<file path="src/rtl/divider_unit_if.sv">
// Request/response bundle between the execute-stage control and the multi-cycle divider.
// The master drives the operation request; the slave (the divider) returns stall, done and result.
interface divider_unit_if #(
   parameter int DATA_WIDTH = 64
);
   logic                  i_flush;
   logic                  i_start;
   logic [1:0]            i_op;
   logic [DATA_WIDTH-1:0] i_dividend;
   logic [DATA_WIDTH-1:0] i_divisor;
   logic                  o_busy;
   logic                  o_done;
   logic [DATA_WIDTH-1:0] o_result;

   modport master (
      output i_flush, i_start, i_op, i_dividend, i_divisor,
      input  o_busy, o_done, o_result
   );

   modport slave (
      input  i_flush, i_start, i_op, i_dividend, i_divisor,
      output o_busy, o_done, o_result
   );
endinterface

</file>
<file path="src/rtl/divider_unit.sv">
// Radix-2 restoring divider for DIV/DIVU/REM/REMU: one quotient bit per cycle on operand
// magnitudes, sign fix-up on the final step, divide-by-zero and signed overflow resolved in one cycle.
module divider_unit #(
   parameter int DATA_WIDTH = 64
) (
   input logic           i_clk,
   input logic           i_arst,
   divider_unit_if.slave bus
);

   typedef enum logic [1:0] {
      ST_IDLE,
      ST_CALC,
      ST_DONE
   } state_t;

   localparam int CW = $clog2(DATA_WIDTH);
   localparam logic [CW-1:0] LAST_ITER = CW'(DATA_WIDTH - 1);
   localparam logic [DATA_WIDTH-1:0] MOST_NEG = {1'b1, {(DATA_WIDTH-1){1'b0}}};

   state_t                state_q, state_d;
   logic [CW-1:0]         count_q, count_d;
   logic                  is_rem_q, is_rem_d;
   logic                  quot_neg_q, quot_neg_d;
   logic                  rem_neg_q, rem_neg_d;
   logic [DATA_WIDTH-1:0] quot_q, quot_d;
   logic [DATA_WIDTH-1:0] rem_q, rem_d;
   logic [DATA_WIDTH-1:0] divisor_q, divisor_d;
   logic [DATA_WIDTH-1:0] result_q, result_d;

   logic                  accept;
   logic                  signed_op;
   logic                  dividend_neg;
   logic                  divisor_neg;
   logic                  div_by_zero;
   logic                  overflow;
   logic [DATA_WIDTH-1:0] dividend_mag;
   logic [DATA_WIDTH-1:0] divisor_mag;

   logic [DATA_WIDTH:0]   rem_shift;
   logic [DATA_WIDTH:0]   rem_diff;
   logic                  quot_bit;
   logic [DATA_WIDTH-1:0] rem_next;
   logic [DATA_WIDTH-1:0] quot_next;
   logic [DATA_WIDTH-1:0] quot_final;
   logic [DATA_WIDTH-1:0] rem_final;
   logic [DATA_WIDTH-1:0] formatted;

   // Flush has priority over start, so a flushed request never raises busy.
   assign accept       = (state_q == ST_IDLE) && bus.i_start && !bus.i_flush;
   assign signed_op    = ~bus.i_op[0];
   assign dividend_neg = signed_op & bus.i_dividend[DATA_WIDTH-1];
   assign divisor_neg  = signed_op & bus.i_divisor[DATA_WIDTH-1];
   assign dividend_mag = dividend_neg ? -bus.i_dividend : bus.i_dividend;
   assign divisor_mag  = divisor_neg  ? -bus.i_divisor  : bus.i_divisor;
   assign div_by_zero  = (bus.i_divisor == '0);
   assign overflow     = signed_op && (bus.i_dividend == MOST_NEG) && (bus.i_divisor == '1);

   // quot_q doubles as the dividend shift register: its MSB feeds the partial remainder
   // while the new quotient bit enters at the LSB.
   assign rem_shift  = {rem_q, quot_q[DATA_WIDTH-1]};
   assign rem_diff   = rem_shift - {1'b0, divisor_q};
   assign quot_bit   = ~rem_diff[DATA_WIDTH];
   assign rem_next   = quot_bit ? rem_diff[DATA_WIDTH-1:0] : rem_shift[DATA_WIDTH-1:0];
   assign quot_next  = {quot_q[DATA_WIDTH-2:0], quot_bit};
   assign quot_final = quot_neg_q ? -quot_next : quot_next;
   assign rem_final  = rem_neg_q  ? -rem_next  : rem_next;
   assign formatted  = is_rem_q ? rem_final : quot_final;

   always_comb begin
      state_d    = state_q;
      count_d    = count_q;
      is_rem_d   = is_rem_q;
      quot_neg_d = quot_neg_q;
      rem_neg_d  = rem_neg_q;
      quot_d     = quot_q;
      rem_d      = rem_q;
      divisor_d  = divisor_q;
      result_d   = result_q;

      case (state_q)
         ST_IDLE: begin
            if (accept) begin
               is_rem_d   = bus.i_op[1];
               quot_neg_d = dividend_neg ^ divisor_neg;
               rem_neg_d  = dividend_neg;
               quot_d     = dividend_mag;
               rem_d      = '0;
               divisor_d  = divisor_mag;
               count_d    = '0;
               if (div_by_zero) begin
                  result_d = bus.i_op[1] ? bus.i_dividend : '1;
                  state_d  = ST_DONE;
               end else if (overflow) begin
                  result_d = bus.i_op[1] ? '0 : bus.i_dividend;
                  state_d  = ST_DONE;
               end else begin
                  state_d  = ST_CALC;
               end
            end
         end

         ST_CALC: begin
            quot_d  = quot_next;
            rem_d   = rem_next;
            count_d = count_q + 1'b1;
            if (count_q == LAST_ITER) begin
               result_d = formatted;
               count_d  = '0;
               state_d  = ST_DONE;
            end
         end

         ST_DONE: begin
            state_d = ST_IDLE;
         end

         default: begin
            state_d = ST_IDLE;
         end
      endcase

      // A kill leaves the previously presented result untouched.
      if (bus.i_flush) begin
         state_d  = ST_IDLE;
         count_d  = '0;
         result_d = result_q;
      end
   end

   always_ff @(posedge i_clk) begin
      if (i_arst) begin
         state_q    <= ST_IDLE;
         count_q    <= '0;
         is_rem_q   <= 1'b0;
         quot_neg_q <= 1'b0;
         rem_neg_q  <= 1'b0;
         quot_q     <= '0;
         rem_q      <= '0;
         divisor_q  <= '0;
         result_q   <= '0;
      end else begin
         state_q    <= state_d;
         count_q    <= count_d;
         is_rem_q   <= is_rem_d;
         quot_neg_q <= quot_neg_d;
         rem_neg_q  <= rem_neg_d;
         quot_q     <= quot_d;
         rem_q      <= rem_d;
         divisor_q  <= divisor_d;
         result_q   <= result_d;
      end
   end

   assign bus.o_busy   = (state_q == ST_CALC) || accept;
   assign bus.o_done   = (state_q == ST_DONE);
   assign bus.o_result = result_q;

endmodule

</file>
<file path="src/flat_wrapper.sv">
// flat-port wrapper written by rule: the top's interface ports become plain ports
module divider_unit_flat 
#(
   parameter int DATA_WIDTH = 64
)
  (i_clk, i_arst, bus_i_flush, bus_i_start, bus_i_op, bus_i_dividend, bus_i_divisor, bus_o_busy, bus_o_done, bus_o_result);
  divider_unit_if #(.DATA_WIDTH(DATA_WIDTH)) bus_i ();
  input logic i_clk;
  input logic i_arst;
  input wire logic [$bits(bus_i.i_flush)-1:0] bus_i_flush;
  input wire logic [$bits(bus_i.i_start)-1:0] bus_i_start;
  input wire logic [$bits(bus_i.i_op)-1:0] bus_i_op;
  input wire logic [$bits(bus_i.i_dividend)-1:0] bus_i_dividend;
  input wire logic [$bits(bus_i.i_divisor)-1:0] bus_i_divisor;
  output wire logic [$bits(bus_i.o_busy)-1:0] bus_o_busy;
  output wire logic [$bits(bus_i.o_done)-1:0] bus_o_done;
  output wire logic [$bits(bus_i.o_result)-1:0] bus_o_result;
  assign bus_i.i_flush = bus_i_flush;
  assign bus_i.i_start = bus_i_start;
  assign bus_i.i_op = bus_i_op;
  assign bus_i.i_dividend = bus_i_dividend;
  assign bus_i.i_divisor = bus_i_divisor;
  assign bus_o_busy = bus_i.o_busy;
  assign bus_o_done = bus_i.o_done;
  assign bus_o_result = bus_i.o_result;
  divider_unit #(.DATA_WIDTH(DATA_WIDTH)) u_core (.i_clk(i_clk), .i_arst(i_arst), .bus(bus_i));
endmodule
</file>
<file path="config.mk">
export PLATFORM = sky130hd
export DESIGN_NAME = divider_unit_flat
export DESIGN_NICKNAME = d
export VERILOG_FILES = /design/src/rtl/divider_unit_if.sv /design/src/rtl/divider_unit.sv /design/src/flat_wrapper.sv
export SDC_FILE = /design/constraint.sdc
export NUM_CORES = 1
export LEC_CHECK = 0
export CAP_MARGIN = 10
export CORE_MARGIN = 10
export CORE_UTILIZATION = 50
export CTS_BUF_LIST = sky130_fd_sc_hd__clkbuf_8
export DETAILED_ROUTE_END_ITERATION = 10
export HOLD_SLACK_MARGIN = 0.12
export PLACE_DENSITY = 0.73
export SYNTH_ARGS = -nofsm -noshare
export SYNTH_HDL_FRONTEND = slang
export SYNTH_SLANG_ARGS = --single-unit
</file>
<file path="constraint.sdc">
create_clock -name i_clk -period 5.9 [get_ports i_clk]
set_input_delay 1.475 -clock i_clk [delete_from_list [all_inputs] [get_ports i_clk]]
set_output_delay 1.475 -clock i_clk [all_outputs]
set_load 0.01 [all_outputs]
</file>
# == Yosys cells after proc, flatten, opt, wreduce, memory -nomap -nowiden ==
# Cells that the tools add are included.
# word_totals
n_memories,0
latch_bits,0
ff_bits,267
output_inout_bits,66
ram_bits,0
elab_cells,68
input_bits,134
rom_bits,0
# classes
bitwise,6
n_lt_le_gt_ge,0
add_sub_neg,6
muxes,25
n_mul,0
n_shift,0
n_reduce_logical,14
n_eq_ne,8
div,0
# op_table
operator,count
64-bit two-way mux,14
64-bit case mux with 2 select lines,3
64-bit negator,4
64-bit == test (second input constant),2
65-bit by 64-bit subtractor with 65-bit output,1
64-bit logical NOT,1
6-bit two-way mux,2
6-bit case mux with 2 select lines,1
2-bit two-way mux,4
6-bit by 1-bit adder with 6-bit output (second input constant),1
6-bit == test (second input constant),1
2-bit AND reduction,3
5-bit AND reduction,1
1-bit logical AND,4
2-bit by 1-bit inequality test with 1-bit output (second input constant),2
2-bit case mux with 2 select lines,1
3-bit by 1-bit inequality test with 1-bit output (second input constant),1
1-bit inverter,3
1-bit bitwise AND,2
2-bit by 1-bit == test with 1-bit output (second input constant),1
2-bit == test (second input constant),1
2-bit logical NOT,1
2-bit nonzero test,1
2-bit OR reduction,1
other kinds (3),3

# == Longest topological paths before layout ==
# depth
word_depth,7
ltp_mapped,33
mapped_depth_nobuf,25

# == Worst setup path before layout ==
# No wires, ideal clock.
# synth_path
path_kind,register -> register
from,register u_core.divisor_q[20]
to,"register u_core.result_q[60], in the netlist u_core.bus.o_result[60]"
synth_period_minus_slack_ps,6331
slack_ps,-431
path_buffers,8
setup_time_ps,132
t_required_ps,5768
path_stages_with_launch,32
arrival_time_ps,6199
path_cell_list,dfxtp_1 -> inv_1 -> ha_1 -> buf_4 -> nand4_4 -> or4_1 -> a211oi_2 -> o211a_4 -> o211ai_2 -> o211a_1 -> buf_6 -> inv_4 -> buf_6 -> buf_4 -> buf_2 -> buf_2 -> buf_2 -> buf_1 -> o21ai_0 -> inv_1 -> ha_1 -> nand2_1 -> a2111o_1 -> a2111oi_0 -> and4_1 -> nand4_1 -> o22ai_2 -> nand4b_1 -> nor4_1 -> mux2_2 -> a221oi_1 -> nor3_1
# synth_between
elab_chain_len,7
word_cells_on_any_way,10
cone_classes,add/sub (3); mux (6); bitwise (1)
# synth_rtl
item,line,rtl
start: declaration,divider_unit.sv:28,"logic [DATA_WIDTH-1:0] divisor_q, divisor_d;"
start signal: assignment,divider_unit.sv:150,divisor_q <= divisor_d;
65-bit by 64-bit subtractor with 65-bit output (*),divider_unit.sv:62,"assign rem_diff = rem_shift - {1'b0, divisor_q};"
64-bit two-way mux or 1-bit inverter (tied branches),"divider_unit.sv:64, divider_unit.sv:63",
64-bit negator (on tied branches),"divider_unit.sv:67, divider_unit.sv:66",
64-bit two-way mux (on tied branches),"divider_unit.sv:67, divider_unit.sv:66",
64-bit two-way mux (*),divider_unit.sv:68,assign formatted = is_rem_q ? rem_final : quot_final;
64-bit two-way mux (*),divider_unit.sv:107,if (count_q == LAST_ITER) begin
64-bit case mux with 2 select lines (*),divider_unit.sv:81,case (state_q)
end signal: assignment,divider_unit.sv:151,result_q <= result_d;
end: declaration,divider_unit.sv:29,"logic [DATA_WIDTH-1:0] result_q, result_d;"
# Mark *: on every way between the ends. The rest lies on a longest branch, timed or not. The select of a mux whose other input is x is not followed.
# A chain may end at the register's enable or synchronous reset.

# == Worst setup path after layout ==
# layout_path
from,register u_core.rem_q[9]
to,"register u_core.result_q[60], in the netlist u_core.bus.o_result[60]"
# layout_between
elab_chain_len,7
word_cells_on_any_way,10
cone_classes,add/sub (3); mux (6); bitwise (1)
# layout_rtl
item,line,rtl
start: declaration,divider_unit.sv:27,"logic [DATA_WIDTH-1:0] rem_q, rem_d;"
start signal: assignment,divider_unit.sv:149,rem_q <= rem_d;
65-bit by 64-bit subtractor with 65-bit output,divider_unit.sv:62,
64-bit two-way mux or 1-bit inverter (tied branches),"divider_unit.sv:64, divider_unit.sv:63",
64-bit negator (on tied branches),"divider_unit.sv:67, divider_unit.sv:66",
64-bit two-way mux (on tied branches),"divider_unit.sv:67, divider_unit.sv:66",
64-bit two-way mux (*),divider_unit.sv:68,
64-bit two-way mux (*),divider_unit.sv:107,
64-bit case mux with 2 select lines (*),divider_unit.sv:81,
# Marked as above.

==> metrics.csv <==
stage,metric,value,unit
sta,fin worst setup slack,274,ps
placement,post-detailed-placement cell area,27100,sq um
logic_synthesis,sequential element share of the synthesized area,0.225,
logic_synthesis,synth top area cells,"sky130_fd_sc_hd__dfxtp_1 (23%), sky130_fd_sc_hd__a21oi_1 (6.6%), sky130_fd_sc_hd__nand2_1 (6.3%), sky130_fd_sc_hd__nor2_1 (6.0%), sky130_fd_sc_hd__xnor2_1 (5.1%)",
sta,final critical-path required period,5630,ps
logic_synthesis,cell taking the most area after synthesis,sky130_fd_sc_hd__dfxtp_1,
sta,Max Slew Vio Count,0,
logic_synthesis,nets in the synthesized netlist,3565,
routing,total via count in the routed design,27700,
hold_path,hold crit path type,reg -> reg,
run,max-cap viol count,0,
hold_path,hold_sp,u_core.bus.o_result[36],
sta,final-report hold violation count,0,
critical_path,maximum fanout along the worst path,6,
sta,hold_ws,454,ps
floorplanning,height of the chip,238,microns
logic_synthesis,most used standard cell by instance count after synthesis,sky130_fd_sc_hd__nand2_1,
placement,port bufs,199,
routing,residual DRC count,0,
routing,detailed router's first-iteration violation count,3370,
sta,RSZ-0062 raised after global routing,no,
logic_synthesis,"Top FF cell, synth",sky130_fd_sc_hd__dfxtp_1,
clock_network,root cell of the clock tree,sky130_fd_sc_hd__clkbuf_8,
logic_synthesis,post-synthesis cell count,3360,
floorplanning,IO Pins,200,
layout,area growth from synthesis to final layout,18.6,%
clock_network,largest buffer count on any clock path,3,
sta,Fmax,178,MHz
logic_synthesis,top cell types by occurrence after synthesis,"sky130_fd_sc_hd__nand2_1 (398), sky130_fd_sc_hd__nor2_1 (382), sky130_fd_sc_hd__a21oi_1 (313), sky130_fd_sc_hd__dfxtp_1 (267), sky130_fd_sc_hd__o21ai_0 (207)",
sta,Final Skew,47.5,ps
logic_synthesis,average cell area after synthesis,7.06,sq um
clock_network,CTS clock-pin slew for the worst setup and hold paths,60,ps
hold_path,Hold Path Stages,2,
clock_network,CTS hold repair buffers,0,
layout,final non-filler cell area,28100,sq um
grt,global-route wire length before repair,153000,microns
sta,total of endpoints with negative setup slack in the final report,0,
clock_network,Clock Latency Late Sink,680,ps
floorplanning,standard-cell rows,79,
critical_path,capture instance of the worst register-to-register path,u_core.bus.o_result[60],
routing,Antenna Nets Post-Route,0,
routing,drt via density,6.58,
grt,vias in the first global route,25800,
layout,final cell count without fillers,4217,
grt,largest net degree at the start of global routing,192,
power,Static Leakage,10.7,nW
hold_path,destination of the worst hold path,u_core.bus.o_result[36],
logic_synthesis,number of distinct library cells after synthesis,107,
critical_path,data required time of the worst path,6400,ps
power,Pwr Density,185,nW/um^2
sta,worst rel slew slack,0.191,
layout,# nets final,3781,
grt,aggregate global routing overflow,0,
layout,share of final-layout standard cells stronger than drive strength 1,0.100,
placement,global placement routability congestion,0.982,
critical_path,crit end category,flop,
floorplanning,area enclosed by the die boundary,56600,sq um
critical_path,length in cells of the worst reg-to-reg path,16,
critical_path,startpoint of the most critical register-to-register path,u_core.rem_q[9],
routing,detailed-route wire length,102000,microns
routing,1st-pass router iterations,6,
clock_network,CTS tree,done,
outcome,run status,"finished, final reports clean",
critical_path,setup slack of the most critical reg-to-reg path,270,ps
critical_path,class of the most critical setup path,reg -> reg,
clock_network,number of CTS-inserted buffers,50,
grt,overall global routing resource usage,0.341,
placement,half-perimeter wire length after placement,78300,microns
floorplanning,die span in x,238,microns
power,largest vdd supply drop,0.000174,V
floorplanning,effective utilization at floorplan,0.508,
grt,number of antenna violations at the first check in global routing,3,
logic_synthesis,total of warnings raised by yosys,0,
critical_path,critical path startpoint category,flop,
logic_synthesis,netlist area before placement,23700,sq um
placement,post-placement worst setup slack,-42.9,ps
logic_synthesis,flip-flop and latch count after synthesis,267,
routing,final routed wire length divided by cell count,24.2,microns
logic_synthesis,fraction of synthesis flops using an asynchronous set or reset pin,0,
logic_synthesis,"EDFF count, synth",0,
floorplanning,placeable core area,46800,sq um
clock_network,level count of the clock H-tree,2,
placement,Cells after DPL,4126,
layout,antenna fix cells,0,
sta,portion of the clock cycle consumed by the worst path in the final layout,0.954,
clock_network,number of sinks handled by clock tree synthesis,267,
sta,Final TNS setup,0,ps
logic_synthesis,fraction of synthesized cell area taken by the top area cell type,0.225,
sta,slew at the pin closest to its max-slew limit,1200,ps
critical_path,"Arr. time, crit path",6130,ps
final cells by class:
class / count / area, sq um
repair buffers: 392 / 3500
flip-flops and latches: 267 / 5360
inverters: 106 / 403
clock buffers: 59 / 812
clock inverters: 27 / 140
multi-input cells: 2759 / 17200
well taps: 607 / 759
fillers: 4380 / 18600
per-stage QoR:
step,power (W),util
floorplan,0.00281,-
global placement,0.00336,0.580
detailed placement,0.00337,0.580
CTS,0.00515,0.600
global route,0.00539,0.602
finish,0.00519,0.602
registers in the layout (all words and copies together), names as in the netlist:
name	cells
u_core.bus.o_result	64
u_core.divisor_q	64
u_core.quot_q	64
u_core.rem_q	64
u_core.count_q	6
u_core.state_q	2
u_core.is_rem_q	1
u_core.quot_neg_q	1
u_core.rem_neg_q	1
worst max-delay path by stage:
| stage | depth (start not counted) | endpoint | from |
|---|---|---|---|
| floorplan | 32 | u_core.bus.o_result[60] | u_core.divisor_q[19] |
| global placement | 16 | u_core.bus.o_result[63] | bus_i_divisor[16] |
| detailed placement | 16 | u_core.bus.o_result[63] | bus_i_divisor[16] |
| CTS | 25 | u_core.bus.o_result[60] | u_core.rem_q[7] |
| global route | 26 | u_core.bus.o_result[60] | u_core.divisor_q[23] |
| finish | 16 | u_core.bus.o_result[60] | u_core.rem_q[9] |
metal layers:
layer  global-route usage  share of wire
met3               0.0547          0.085
met4                0.151          0.045
met5                    0       0.000069
met1                0.438           0.41
met2                0.554           0.46
cell usage in the layout (no fill, tap or decap), drive strengths merged, types with 13 or more instances in the layout:
master | Yosys | final
nand2 | 398 | 398
nor2 | 382 | 382
a21oi | 316 | 316
dfxtp | 267 | 267
o21ai | 223 | 223
clkdlybuf4s50 | 0 | 198
buf | 58 | 194
xnor2 | 139 | 139
inv | 106 | 124
a22oi | 123 | 123
xor2 | 110 | 110
nor3 | 104 | 104
a211oi | 103 | 103
ha | 70 | 70
nand3 | 67 | 67
nand4 | 63 | 63
clkbuf | 170 | 59
or3 | 50 | 50
o31ai | 44 | 44
maj3 | 37 | 37
a21o | 35 | 35
mux2i | 33 | 33
or4 | 33 | 33
nor4 | 32 | 32
o41ai | 31 | 31
o211ai | 29 | 29
and2 | 27 | 27
a31oi | 26 | 26
nand2b | 22 | 22
a311oi | 21 | 21
and3 | 18 | 18
o21a | 17 | 17
nor2b | 14 | 14
a221oi | 13 | 13
or2 | 13 | 13
power breakdown:
| group | internal [W] | switching, W | leakage, nW | total (W) |
|---|---|---|---|---|
| Clock | 0.000911 | 0.000886 | 0.561 | 0.00180 |
| Combinational | 0.000528 | 0.000914 | 7.98 | 0.00144 |
| Sequential | 0.00187 | 0.0000837 | 2.17 | 0.00196 |
| Total | 0.00331 | 0.00188 | 10.7 | 0.00519 |
what timing repair did:
action	CTS	global route
buffers inserted	0	5
setup endpoints to repair	0	10
gates resized for setup	0	15
worst max-delay path: stages (launching register included):
cell	delay (ps)
sky130_fd_sc_hd__dfxtp_1	380
sky130_fd_sc_hd__ha_4	300
sky130_fd_sc_hd__buf_4	120
sky130_fd_sc_hd__a21oi_1	80
sky130_fd_sc_hd__o21ai_0	590
sky130_fd_sc_hd__a21oi_1	280
sky130_fd_sc_hd__a2111oi_2	820
sky130_fd_sc_hd__o2111ai_1	280
sky130_fd_sc_hd__a22oi_1	410
sky130_fd_sc_hd__xor2_1	210
sky130_fd_sc_hd__nor4b_1	490
sky130_fd_sc_hd__o2111ai_1	360
sky130_fd_sc_hd__nor4_2	340
sky130_fd_sc_hd__buf_4	150
sky130_fd_sc_hd__mux2_2	330
sky130_fd_sc_hd__a221oi_2	230
sky130_fd_sc_hd__nor3_1	70
cells by family (layout without fill, tap and decap cells):
family          count (synthesis)  in the layout  synth area share
compound gates               1103           1103             0.304
xor+xnor                      249            249            0.0919
fa+ha+maj                     108            108            0.0534
buf+inv                       334            584            0.0589
flops                         267            267             0.225
mux                            43             43            0.0188
simple gates                 1256           1256             0.247
No activity file was read; power rests on OpenSTA's default activity.
